`src/rtl/fp_pkg.sv`:
```
// Shared floating-point package for the FP unit (multiplier and divider).
// Contents:
//   FP_BIAS, EXP_W, FRAC_W, EXP_MAX  IEEE-754 single-precision field constants
//   MUL_ITERS                        mantissa width including hidden bit
//   QNAN                             canonical quiet NaN emitted for invalid ops
//   fp_state_e                       IDLE / MUL / NORM sequencing states
//   fp_class_t, fp_classify()        operand classification from exp/frac fields
package fp_pkg;

    localparam int          FP_BIAS   = 127;
    localparam int          EXP_W     = 8;
    localparam int          FRAC_W    = 23;
    localparam int          MUL_ITERS = 24;
    localparam logic [7:0]  EXP_MAX   = 8'hFF;
    localparam logic [31:0] QNAN      = 32'h7FC00000;

    typedef enum logic [1:0] {
        IDLE = 2'd0,
        MUL  = 2'd1,
        NORM = 2'd2
    } fp_state_e;

    typedef struct packed {
        logic is_zero;
        logic is_inf;
        logic is_nan;
    } fp_class_t;

    // Denormals are flushed, so any operand with a zero exponent counts as zero.
    function automatic fp_class_t fp_classify(input logic [EXP_W-1:0]  e_fld,
                                              input logic [FRAC_W-1:0] f_fld);
        fp_class_t c;
        c.is_zero = (e_fld == '0);
        c.is_inf  = (e_fld == EXP_MAX) && (f_fld == '0);
        c.is_nan  = (e_fld == EXP_MAX) && (f_fld != '0);
        return c;
    endfunction

endpackage

```
`src/rtl/mant_shift_add.sv`:
```
// Iterative shift-add mantissa multiplier, one partial product per step.
// Ports:
//   clk, reset      clock and synchronous active-high reset
//   load            initialise P=0, D=mcand, M=mplier, count=0
//   step            one iteration: add D into P when M[0], shift D left, M right
//   mcand, mplier   N-bit mantissas including hidden bit
//   product_hi      product bits [2N-1:N-1]; only these feed normalisation
//   last            high while the final (N-th) step is being applied
module mant_shift_add #(
    parameter int N = 24
) (
    input  logic         clk,
    input  logic         reset,
    input  logic         load,
    input  logic         step,
    input  logic [N-1:0] mcand,
    input  logic [N-1:0] mplier,
    output logic [N:0]   product_hi,
    output logic         last
);

    localparam int CW = $clog2(N + 1);

    logic [2*N-1:0] p_q;
    logic [2*N-1:0] d_q;
    logic [N-1:0]   m_q;
    logic [CW-1:0]  cnt_q;

    always_ff @(posedge clk) begin
        if (reset) begin
            p_q   <= '0;
            d_q   <= '0;
            m_q   <= '0;
            cnt_q <= '0;
        end else if (load) begin
            p_q   <= '0;
            d_q   <= {{N{1'b0}}, mcand};
            m_q   <= mplier;
            cnt_q <= '0;
        end else if (step) begin
            if (m_q[0]) begin
                p_q <= p_q + d_q;
            end
            d_q   <= d_q << 1;
            m_q   <= m_q >> 1;
            cnt_q <= cnt_q + 1'b1;
        end
    end

    assign product_hi = p_q[2*N-1:N-1];
    assign last       = (cnt_q == CW'(N - 1));

endmodule

```
`src/rtl/fp_multiplier.sv`:
```
// Sequential IEEE-754 single-precision multiplier with fixed latency.
// Handshake: start is a one-cycle request sampled only in IDLE; busy is high
// from the cycle after acceptance until the result cycle; done pulses for one
// cycle with Out valid, and Out holds until the next result or reset. Starts
// while busy are dropped, never queued.
// Ports:
//   int_clk  clock, all state on posedge
//   reset    synchronous active-high reset, aborts any operation in flight
//   start    request, A/B captured when accepted
//   A, B     IEEE-754 single operands
//   busy     operation in progress
//   done     one-cycle result strobe
//   Out      truncated product
module fp_multiplier #(
    parameter int          MUL_ITERS = fp_pkg::MUL_ITERS,
    parameter logic [31:0] QNAN      = fp_pkg::QNAN
) (
    input  logic        int_clk,
    input  logic        reset,
    input  logic        start,
    input  logic [31:0] A,
    input  logic [31:0] B,
    output logic        busy,
    output logic        done,
    output logic [31:0] Out
);

    import fp_pkg::*;

    fp_state_e state_q, state_d;

    logic              load, step, last;
    logic [MUL_ITERS:0] p_hi;

    logic              sign_q;
    logic [EXP_W-1:0]  a_exp_q, b_exp_q;
    logic [FRAC_W-1:0] a_frac_q, b_frac_q;
    logic              busy_q, done_q;
    logic [31:0]       out_q;

    fp_class_t         a_cls, b_cls;
    logic [9:0]        e_sum;
    logic [FRAC_W-1:0] frac;
    logic              e_ovf, e_unf;
    logic [31:0]       result;

    mant_shift_add #(.N(MUL_ITERS)) u_mant (
        .clk        (int_clk),
        .reset      (reset),
        .load       (load),
        .step       (step),
        .mcand      ({1'b1, B[FRAC_W-1:0]}),
        .mplier     ({1'b1, A[FRAC_W-1:0]}),
        .product_hi (p_hi),
        .last       (last)
    );

    always_comb begin
        state_d = state_q;
        load    = 1'b0;
        step    = 1'b0;
        case (state_q)
            IDLE: begin
                if (start) begin
                    load    = 1'b1;
                    state_d = MUL;
                end
            end
            MUL: begin
                step = 1'b1;
                if (last) state_d = NORM;
            end
            NORM:    state_d = IDLE;
            default: state_d = IDLE;
        endcase
    end

    // Exponent in 10-bit two's complement: bit 9 flags underflow below zero,
    // values of 255 and above (up to 384) flag overflow.
    always_comb begin
        a_cls  = fp_classify(a_exp_q, a_frac_q);
        b_cls  = fp_classify(b_exp_q, b_frac_q);
        e_sum  = 10'(a_exp_q) + 10'(b_exp_q) - 10'(FP_BIAS) + 10'(p_hi[MUL_ITERS]);
        e_ovf  = !e_sum[9] && (e_sum[8:0] >= 9'd255);
        e_unf  = e_sum[9] || (e_sum == 10'd0);
        // A set top bit means the product is in [2,4): take the fraction one bit higher.
        frac   = p_hi[MUL_ITERS] ? p_hi[MUL_ITERS-1:1] : p_hi[MUL_ITERS-2:0];
        result = {sign_q, e_sum[7:0], frac};
        if (a_cls.is_nan || b_cls.is_nan ||
            (a_cls.is_inf && b_cls.is_zero) || (b_cls.is_inf && a_cls.is_zero)) begin
            result = QNAN;
        end else if (a_cls.is_inf || b_cls.is_inf) begin
            result = {sign_q, EXP_MAX, {FRAC_W{1'b0}}};
        end else if (a_cls.is_zero || b_cls.is_zero) begin
            result = {sign_q, {(EXP_W+FRAC_W){1'b0}}};
        end else if (e_ovf) begin
            result = {sign_q, EXP_MAX, {FRAC_W{1'b0}}};
        end else if (e_unf) begin
            result = {sign_q, {(EXP_W+FRAC_W){1'b0}}};
        end
    end

    always_ff @(posedge int_clk) begin
        if (reset) begin
            state_q  <= IDLE;
            sign_q   <= 1'b0;
            a_exp_q  <= '0;
            b_exp_q  <= '0;
            a_frac_q <= '0;
            b_frac_q <= '0;
            busy_q   <= 1'b0;
            done_q   <= 1'b0;
            out_q    <= 32'h0;
        end else begin
            state_q <= state_d;
            done_q  <= 1'b0;
            if (load) begin
                sign_q   <= A[31] ^ B[31];
                a_exp_q  <= A[30:23];
                b_exp_q  <= B[30:23];
                a_frac_q <= A[FRAC_W-1:0];
                b_frac_q <= B[FRAC_W-1:0];
                busy_q   <= 1'b1;
            end
            if (state_q == NORM) begin
                out_q  <= result;
                done_q <= 1'b1;
                busy_q <= 1'b0;
            end
        end
    end

    assign busy = busy_q;
    assign done = done_q;
    assign Out  = out_q;

endmodule
```
`config.mk`:
```
export PLATFORM = sky130hd
export DESIGN_NAME = fp_multiplier
export DESIGN_NICKNAME = d
export VERILOG_FILES = /design/src/rtl/fp_pkg.sv /design/src/rtl/mant_shift_add.sv /design/src/rtl/fp_multiplier.sv
export SDC_FILE = /design/constraint.sdc
export NUM_CORES = 1
export LEC_CHECK = 0
export CORE_ASPECT_RATIO = 1.75
export CORE_UTILIZATION = 60
export CTS_BUF_LIST = sky130_fd_sc_hd__clkbuf_16
export CTS_CLUSTER_DIAMETER = 60
export DETAILED_ROUTE_END_ITERATION = 8
export PLACE_DENSITY = 0.79
export SETUP_SLACK_MARGIN = 0.2
export SKIP_LAST_GASP = 1
export SLEW_MARGIN = 0
export SYNTH_ARGS = -nofsm -noshare
export SYNTH_HDL_FRONTEND = slang
export SYNTH_SLANG_ARGS = --single-unit
```
`constraint.sdc`:
```
create_clock -name int_clk -period 8.1 [get_ports int_clk]
set_input_delay 0.81 -clock int_clk [delete_from_list [all_inputs] [get_ports int_clk]]
set_output_delay 0.81 -clock int_clk [all_outputs]
set_load 0.05 [all_outputs]
```
==> results.txt, run 1 <==
----------------------------------------------------
[Status]
  Outcome ... finished, final reports clean

[Floorplan]
  Width of the chip ... 106.3 um
  Initial core utilization ... 0.6147
  Die span in y ... ~180 um
  Core box area ... about 19000 um2
  Count of standard-cell rows ... between 60 and 70
  Area of the die ... 19610 um2
  I/O pin cnt ... 101

[Clock network]
  Worst-skew pair later-pin latency ... 510 ps
  Number of buffers added to fix hold violations after cts ... 0
  Cts bufs inserted ... 21
  Clock root buffer ... sky130_fd_sc_hd__clkbuf_16
  CTS tree ... built
  Clock slew seen by the registers of the worst setup and hold paths ... approximately 60 ps
  Resized cells post-CTS ... 0
  Clock sink count ... 224
  CTS HTree Levels ... 1
  Setup Buffers After CTS ... 0
  Maximum buffer depth of the clock tree ... 3

[Drt]
  Total vias in the final route ... 10320
  DRC Markers ... 0
  Average wire per standard cell ... roughly 16 um
  Detailed-route wire length ... 27.99 mm
  Final ANT Viol Nets ... 0
  Length of the first detailed-routing pass in iterations ... 4
  Vias per inst ... 5.957
  Violation count after the first detailed-route iteration ... 552

[Synthesis]
  Post-synthesis cell type count ... 65
  Cells after Synth ... between 1000 and 1500
  Most used flip-flop cell after synthesis ... sky130_fd_sc_hd__dfxtp_1
  Number of enable flip-flop cells after synthesis ... 0
  Synth Net Count ... 1572
  Sequential element share of the synthesized area ... 0.3926
  Mean cell area of the mapped netlist ... 7.937 um2
  Async set-or-reset flop fraction in the synthesized netlist ... 0
  #FFs+latches synth ... 224
  Summed instance area of the synthesized netlist ... 11420 um2
  Total of warnings raised by yosys ... 0

[Place]
  Worst slack at placement ... 3613 ps
  # port buffers ... 100
  Sum of net half-perimeters after detailed placement ... 20.00 mm
  Weighted congestion at the end of routability-driven global placement ... a little under 0.9

[Final layout]
  End-of-flow core utilization ... 0.7081
  Layout cell share with drive strength beyond 1 ... 0.04217
  Number of antenna repair diodes ... 0
  Layout Area Growth over Synthesis ... 15.21%
  Number of nets at the end of the flow ... 1613

[Global route]
  Total global-route track usage ... 0.2894
  Antenna violations before repair ... 0
  Via count of the first global-routing pass ... 10180
  Remaining Overflow, GRT ... 0
  Global-route wire length before repair ... approximately 47 mm
  Largest net degree at the start of global routing ... 107

[Timing]
  Time the worst path needs with I/O delays and setup ... 4626 ps
  Part of the cycle the worst path needs ... 0.5711
  RSZ-0062 raised after global routing ... no
  Transition time of the tightest slew-check pin ... 1121 ps
  Final hold vios ... 0
  Setup skew after layout ... 11.51 ps
  Final Max Tran Viols ... 0
  Slew Limit Headroom ... 0.2507
  Final worst slack ... 3474 ps
  Final setup viols ... 0
  Max Freq ... 216.2 MHz
  Final sum of negative setup slack ... 0 ps

[Setup path]
  Delay of the slowest critical-path stage ... around 880 ps
  Kind of start point of the critical path ... register
  Critical Path Most Common Cell ... sky130_fd_sc_hd__a21oi_1
  Capturing element type of the critical path ... register
  Total buffers and inverters traversed by the critical path ... 2
  Crit path max-delay cell type ... sky130_fd_sc_hd__nand4_1
  Data arrival at the endpoint of the critical path ... 5030 ps
  Worst Path Class, Setup ... register to register
  Critical path peak fanout ... 22
  Gate family responsible for the most delay along the worst path ... compound AO/OA/AOI/OAI gates
  Required time worst endpoint ... about 8500 ps
  Series of cell instances along the critical path ... inv_1 > ha_1 > inv_1 > ha_1 > fa_1 > a21o_1 > a21oi_1 > o21bai_1 > a2111oi_0 > a21oi_1 > xnor2_2 > o31ai_1 > a21oi_1 > nand4_1 > o21ai_1

[Pwr]
  Total leakage power ... 5.205 nW
  Worst vdd rail ir drop ... 0.1932 mV
  Pwr Density ... between 150 and 200 nW/um2

[Run]
  Max Cap Violations ... 0

[Hold path]
  Class of the most critical hold timing path ... register to register

----------------------------------------------------
==> layout by cell type (no fill, tap or decap), types with 4 or more instances in the layout <==
cell type                         count
sky130_fd_sc_hd__and3_1               5
sky130_fd_sc_hd__a31oi_1              6
sky130_fd_sc_hd__o21bai_1             9
sky130_fd_sc_hd__a21oi_1            179
sky130_fd_sc_hd__mux2i_1             23
sky130_fd_sc_hd__nand2b_1             7
sky130_fd_sc_hd__nand2_1            338
sky130_fd_sc_hd__nor4_1              17
sky130_fd_sc_hd__dfxtp_1            224
sky130_fd_sc_hd__nor2_1              90
sky130_fd_sc_hd__nand4_1             21
sky130_fd_sc_hd__clkinv_2             5
sky130_fd_sc_hd__o21ai_1             21
sky130_fd_sc_hd__nor3_1               9
sky130_fd_sc_hd__o21a_1              10
sky130_fd_sc_hd__o21ai_0             38
sky130_fd_sc_hd__a21o_1              45
sky130_fd_sc_hd__inv_1               32
sky130_fd_sc_hd__buf_4               13
sky130_fd_sc_hd__nor2b_1              4
sky130_fd_sc_hd__clkdlybuf4s50_1     99
sky130_fd_sc_hd__a211oi_1            11
sky130_fd_sc_hd__or3_1                5
sky130_fd_sc_hd__a311oi_1            43
sky130_fd_sc_hd__xnor2_1             31
sky130_fd_sc_hd__a221o_1              8
sky130_fd_sc_hd__ha_1                64
sky130_fd_sc_hd__nand3_1             24
sky130_fd_sc_hd__xor2_1              23
sky130_fd_sc_hd__clkbuf_16           21
sky130_fd_sc_hd__a221oi_1             4
==> cell families (layout without fill, tap and decap cells) <==
family / after synthesis / in the layout / share of synthesized area
AOI/OAI and AO/OA: 411 / 411 / 0.2318
xor gates and xnor gates: 55 / 55 / 0.04284
adders and majority gates: 66 / 66 / 0.07362
buffers and inverters: 122 / 177 / 0.04064
DFF: 224 / 224 / 0.3926
muxes: 23 / 23 / 0.02016
and+or+nand+nor: 538 / 538 / 0.1983
==> sequential cells by signal (all words and copies together), names as in the netlist, 2 cells and up <==
signal,count
u_mant.d_q,48
u_mant.p_q,48
Out,32
u_mant.m_q,24
a_frac_q,23
b_frac_q,23
a_exp_q,8
b_exp_q,8
u_mant.cnt_q,5
state_q,2
==> metal layers <==
layer | share of wire | global-route usage | vias to the layer above
met3 | 0.039 | 0.03395 | 95
met5 | 0 | 0 | -
met2 | 0.53 | 0.5486 | 245
met1 | 0.38 | 0.3077 | 4820
li1 | - | - | 5157
met4 | 0.050 | 0.1517 | 0
==> stage by stage <==
| stage | std cells | total power, mW | hold WS (ps) | instance area (um2) |
|---|---|---|---|---|
| 6_report | 1732 | 2.421 | 445.6 | 13160 |
| 5_1_grt | 1732 | 2.515 | 467.3 | 13160 |
| 4_1_cts | 1732 | 2.434 | 449.1 | 13160 |
| 3_5_place_dp | 1695 | 1.446 | 440.5 | 12480 |
| 3_3_place_gp | 1695 | 1.440 | 434.9 | 12480 |
| 2_1_floorplan | 1439 | 1.361 | 435.6 | 11420 |
==> tightest hold or removal path: stages, from the launching register on <==
cell and delay [ps]:
sky130_fd_sc_hd__dfxtp_1 310, sky130_fd_sc_hd__nand2_1 50, sky130_fd_sc_hd__o21ai_1 50
==> synthesized netlist by cell type (all sizes together), types with 8 or more instances <==
| cell type | instances | area, um2 |
|---|---|---|
| nand3 | 25 | 125.1 |
| dfxtp | 224 | 4484 |
| mux2i | 23 | 230.2 |
| a21oi | 181 | 917.1 |
| nand2b | 8 | 50.05 |
| inv | 27 | 101.4 |
| o21a | 10 | 75.07 |
| a21o | 45 | 337.8 |
| clkbuf | 80 | 301.5 |
| ha | 64 | 800.8 |
| nand4 | 21 | 131.4 |
| o21bai | 9 | 67.56 |
| nand2 | 338 | 1269 |
| xnor2 | 32 | 287.8 |
| nor3 | 9 | 45.04 |
| xor2 | 23 | 201.4 |
| a311oi | 43 | 376.6 |
| a221o | 8 | 80.08 |
| buf | 14 | 57.56 |
| o21ai | 60 | 311.5 |
| nor2 | 92 | 345.3 |
| a211oi | 11 | 82.58 |
| nor4 | 17 | 106.4 |
==> power breakdown <==
| part | total (mW) | leakage [nW] | switching (mW) | internal [mW] |
|---|---|---|---|---|
| sequential | 1.17 | 1.83 | 0.0305 | 1.14 |
| clock | 0.997 | 0.354 | 0.428 | 0.569 |
| combinational | 0.251 | 3.03 | 0.151 | 0.0994 |
| total | 2.42 | 5.21 | 0.609 | 1.81 |
==> cell type report <==
class                           instances  area (um2)
Inverter                               28       105.1
Timing Repair Buffer                  112        1089
Clock inverter                         16       153.9
Multi-Input combinational cell       1093        6502
Fill cell                            1516        5423
Sequential cell                       224        4484
Tap cell                              238       297.8
Clock buffer                           21       525.5
==> worst paths after layout <==
| kind | startpoint | cells after the start | slack (ps) | endpoint |
|---|---|---|---|---|
| setup / recovery | a_exp_q[0] | 15 | 3470 | Out[11] |
| hold / removal | Out[17] | 2 | 450 | Out[17] |
| setup reg to reg | a_exp_q[0] | 15 | 3470 | Out[11] |
| hold reg to reg | Out[17] | 2 | 450 | Out[17] |
Note: power is estimated with default switching activity, not from simulation.
==> run 2, diff against run 1 <==
Settings changed: CORE_UTILIZATION 60 to 53, PLACE_DENSITY 0.79 to 0.73.
Clock period 8.1 ns to 3.95 ns, I/O delays scaled along.
==> run 2 against run 1 <==
Against the previous run:
- cell area grew 1.1%
- power grew 110%
- via count shrank 2.0%
- die area grew 13%
- largest cell class unchanged
==> results.txt, run 2 (synthesis gave the netlist of run 1 again) <==
----------------------------------------------------
[Status]
  Outcome ... finished, final reports clean

[Timing]
  Part of the cycle the worst path needs ... 0.8683 (+0.2971)
  Transition time of the tightest slew-check pin ... 1121 ps (+0.3894 ps)
  Time the worst path needs with I/O delays and setup ... 3430 ps (-1196 ps)
  Final hold slack ... 148.1 ps (-297.5 ps)
  Final worst slack ... 520.4 ps (-2954 ps)
  Final sum of negative setup slack ... 0 ps (unchanged)
  Final Max Tran Viols ... 0 (unchanged)
  Slew Limit Headroom ... 0.2499 (-0.0007920)
  Final setup viols ... 0 (unchanged)
  Setup skew after layout ... 18.95 ps (+7.435 ps)
  Final hold vios ... 0 (unchanged)
  Max Freq ... 291.6 MHz (+35%)
  RSZ-0062 raised after global routing ... no

[Hold path]
  Class of the most critical hold timing path ... primary input to register
  Hold depth ... 2 (unchanged)

[Clock network]
  Clock sink count ... 224 (unchanged)
  Worst-skew pair later-pin latency ... 520 ps (about the same)
  Maximum buffer depth of the clock tree ... 3 (unchanged)
  CTS tree ... built
  Setup Buffers After CTS ... 0 (unchanged)
  Number of buffers added to fix hold violations after cts ... 0 (unchanged)
  CTS HTree Levels ... 1 (unchanged)
  Clock slew seen by the registers of the worst setup and hold paths ... 60 ps (about the same)
  Clock root buffer ... sky130_fd_sc_hd__clkbuf_16
  Cts bufs inserted ... 22 (+4.8%)
  Resized cells post-CTS ... 0 (unchanged)

[Setup path]
  Capturing element type of the critical path ... register
  Endpoint of the worst register-to-register path ... Out[1]
  Series of cell instances along the critical path ... inv_1 > ha_1 > inv_1 > ha_1 > fa_1 > a21o_1 > a21oi_2 > o21bai_1 > a2111oi_2 > a21oi_1 > xnor2_2 > o31ai_1 > a21oi_1 > nand4_1 > buf_4 > o21ai_0
  Required time worst endpoint ... 4390 ps (-4110 ps)
  Worst Path Class, Setup ... register to register
  Critical path peak fanout ... 22 (unchanged)
  Launching instance or port of the critical path ... a_exp_q[0]
  End of the critical path ... Out[1]
  Gate family responsible for the most delay along the worst path ... compound AO/OA/AOI/OAI gates
  Crit path max-delay cell type ... sky130_fd_sc_hd__fa_1
  Critical register-to-register path startpoint ... a_exp_q[0]
  Data arrival at the endpoint of the critical path ... 3870 ps (-1160 ps)
  Total buffers and inverters traversed by the critical path ... 3 (+1)
  Logic depth of the worst path, buffers included ... 16 (+1)
  Kind of start point of the critical path ... register
  Delay of the slowest critical-path stage ... 410 ps (-470 ps)
  Worst Reg2Reg Path Length in Cells ... 16 (+1)
  Worst reg2reg setup slack ... 520 ps (-2950 ps)

[Final layout]
  Number of antenna repair diodes ... 0 (unchanged)
  Leading cell type in the layout, fill and taps excluded ... sky130_fd_sc_hd__nand2_1
  Layout Area Growth over Synthesis ... 16.51%
  Register area ... 4484 um2 (unchanged)
  Multi-input logic area ... 6513 um2 (+0.15%)
  FILL cells ... 1887 (+24%)
  Number of standard cells in the final layout excluding fillers ... 1747 (+0.87%)
  Layout cell share with drive strength beyond 1 ... 0.04548 (+0.003316)
  Leading cell types in the layout, fill and taps excluded ... sky130_fd_sc_hd__nand2_1 (338), sky130_fd_sc_hd__dfxtp_1 (224), sky130_fd_sc_hd__a21oi_1 (178)
  Number of nets at the end of the flow ... 1615 (+0.12%)

[Global route]
  Global-route wire length before repair ... 46.04 mm (-1.4%)
  Via count of the first global-routing pass ... 9743 (-4.2%)
  Total global-route track usage ... 0.2542 (-0.03522)
  Antenna violations before repair ... 0 (unchanged)
  Remaining Overflow, GRT ... 0 (unchanged)
  Largest net degree at the start of global routing ... 109 (+1.9%)

[Floorplan]
  Core box area ... 21020 um2 (+13%)
  Die span in y ... 196.2 um (+6.3%)
  I/O pin cnt ... 101 (unchanged)
  Initial core utilization ... 0.5433 (-0.07135)
  Count of standard-cell rows ... 70 (+6.1%)
  Area of the die ... 22160 um2 (+13%)
  Width of the chip ... 113.0 um (+6.3%)

[Drt]
  Vias per inst ... 5.788 (-2.8%)
  Detailed-route wire length ... 27.82 mm (-0.62%)
  Violation count after the first detailed-route iteration ... 477 (-14%)
  Final ANT Viol Nets ... 0 (unchanged)
  Average wire per standard cell ... 15.92 um (-1.5%)
  Total vias in the final route ... 10110 (-2.0%)
  Length of the first detailed-routing pass in iterations ... 5 (+1)
  DRC Markers ... 0 (unchanged)

[Pwr]
  Logic pwr share ... 0.099 (-0.004)
  Relative contribution of sequential cells to total power ... 0.463 (-0.022)
  Switching power ... 1.262 mW (+110%)
  Pwr Density ... 390.3 nW/um2 (+110%)
  Internal cell power ... 3.931 mW (+120%)
  Relative contribution of the clock network to total power ... 0.438 (+0.026)
  Worst vdd rail ir drop ... 0.3498 mV (+81%)
  Total leakage power ... 5.244 nW (+0.75%)
  Switching power share of the total ... 0.2430 (-0.008712)

[Place]
  # port buffers ... 100 (unchanged)
  Dpl cells ... 1710 (+0.88%)
  Worst slack at placement ... 417.9 ps (-3196 ps)
  Weighted congestion at the end of routability-driven global placement ... 0.9107 (+1.9%)
  Sum of net half-perimeters after detailed placement ... 20.08 mm (+0.36%)

[Run]
  Max Cap Violations ... 0 (unchanged)

----------------------------------------------------
-- run 2: changes by cell type in the layout (fill, tap and decap cells not counted), sizes merged --
cell      delta
buf          +1
clkinv       -3
bufinv       +2
clkinvlp     +2
clkbuf       +2
inv          -3
-- run 2: routing by layer --
metal,share of wire,vias up,global-route usage
li1,-,5149,-
met1,0.39,4679,0.2674
met2,0.54,218,0.4904
met3,0.038,66,0.03151
met4,0.040,0,0.1228
met5,0,-,0
-- run 2: how the worst min path moves through the flow --
stage              startpoint              to  slack (ps)
2_1_floorplan  u_mant.p_q[10]  u_mant.p_q[10]         440
3_3_place_gp           Out[0]          Out[0]         430
3_5_place_dp          Out[13]         Out[13]         440
4_1_cts                 reset  u_mant.d_q[23]         120
5_1_grt                 reset  u_mant.d_q[23]         140
6_report                reset  u_mant.d_q[23]         150
-- run 2: area by class of cell --
type,count,area share
clock buffers,23,0.04325
clock inverters,14,0.01542
inverters,28,0.007898
multi-input cells,1093,0.4894
flip-flops and latches,224,0.3370
well taps,252,0.02370
repair buffers,113,0.08331
-- run 2: power groups by stage --
stage          Combinational (mW)  Clock [mW]  Sequential, mW
6_report                    0.515        2.27            2.41
4_1_cts                     0.517        2.31            2.41
3_3_place_gp                0.506           0            2.45
5_1_grt                     0.579        2.39            2.42
2_1_floorplan               0.353           0            2.44
3_5_place_dp                0.513           0            2.46
-- run 2: worst register-to-register path, delay by kind of cell (launching register included) --
kind / cells / cell delay, ps
compound gates: 8 / 1470
fa+ha+maj: 3 / 860
flops: 1 / 370
buf+inv: 3 / 330
xor+xnor: 1 / 200
simple gates: 1 / 120
-- run 2: per-stage QoR --
step	util	power, mW	instance area [um2]
final	0.6330	5.193	13310
after global routing	0.6330	5.386	13310
after CTS	0.6326	5.237	13300
after detailed placement	0.5954	2.969	12520
after global placement	0.5954	2.959	12520
after floorplan	-	2.791	11430
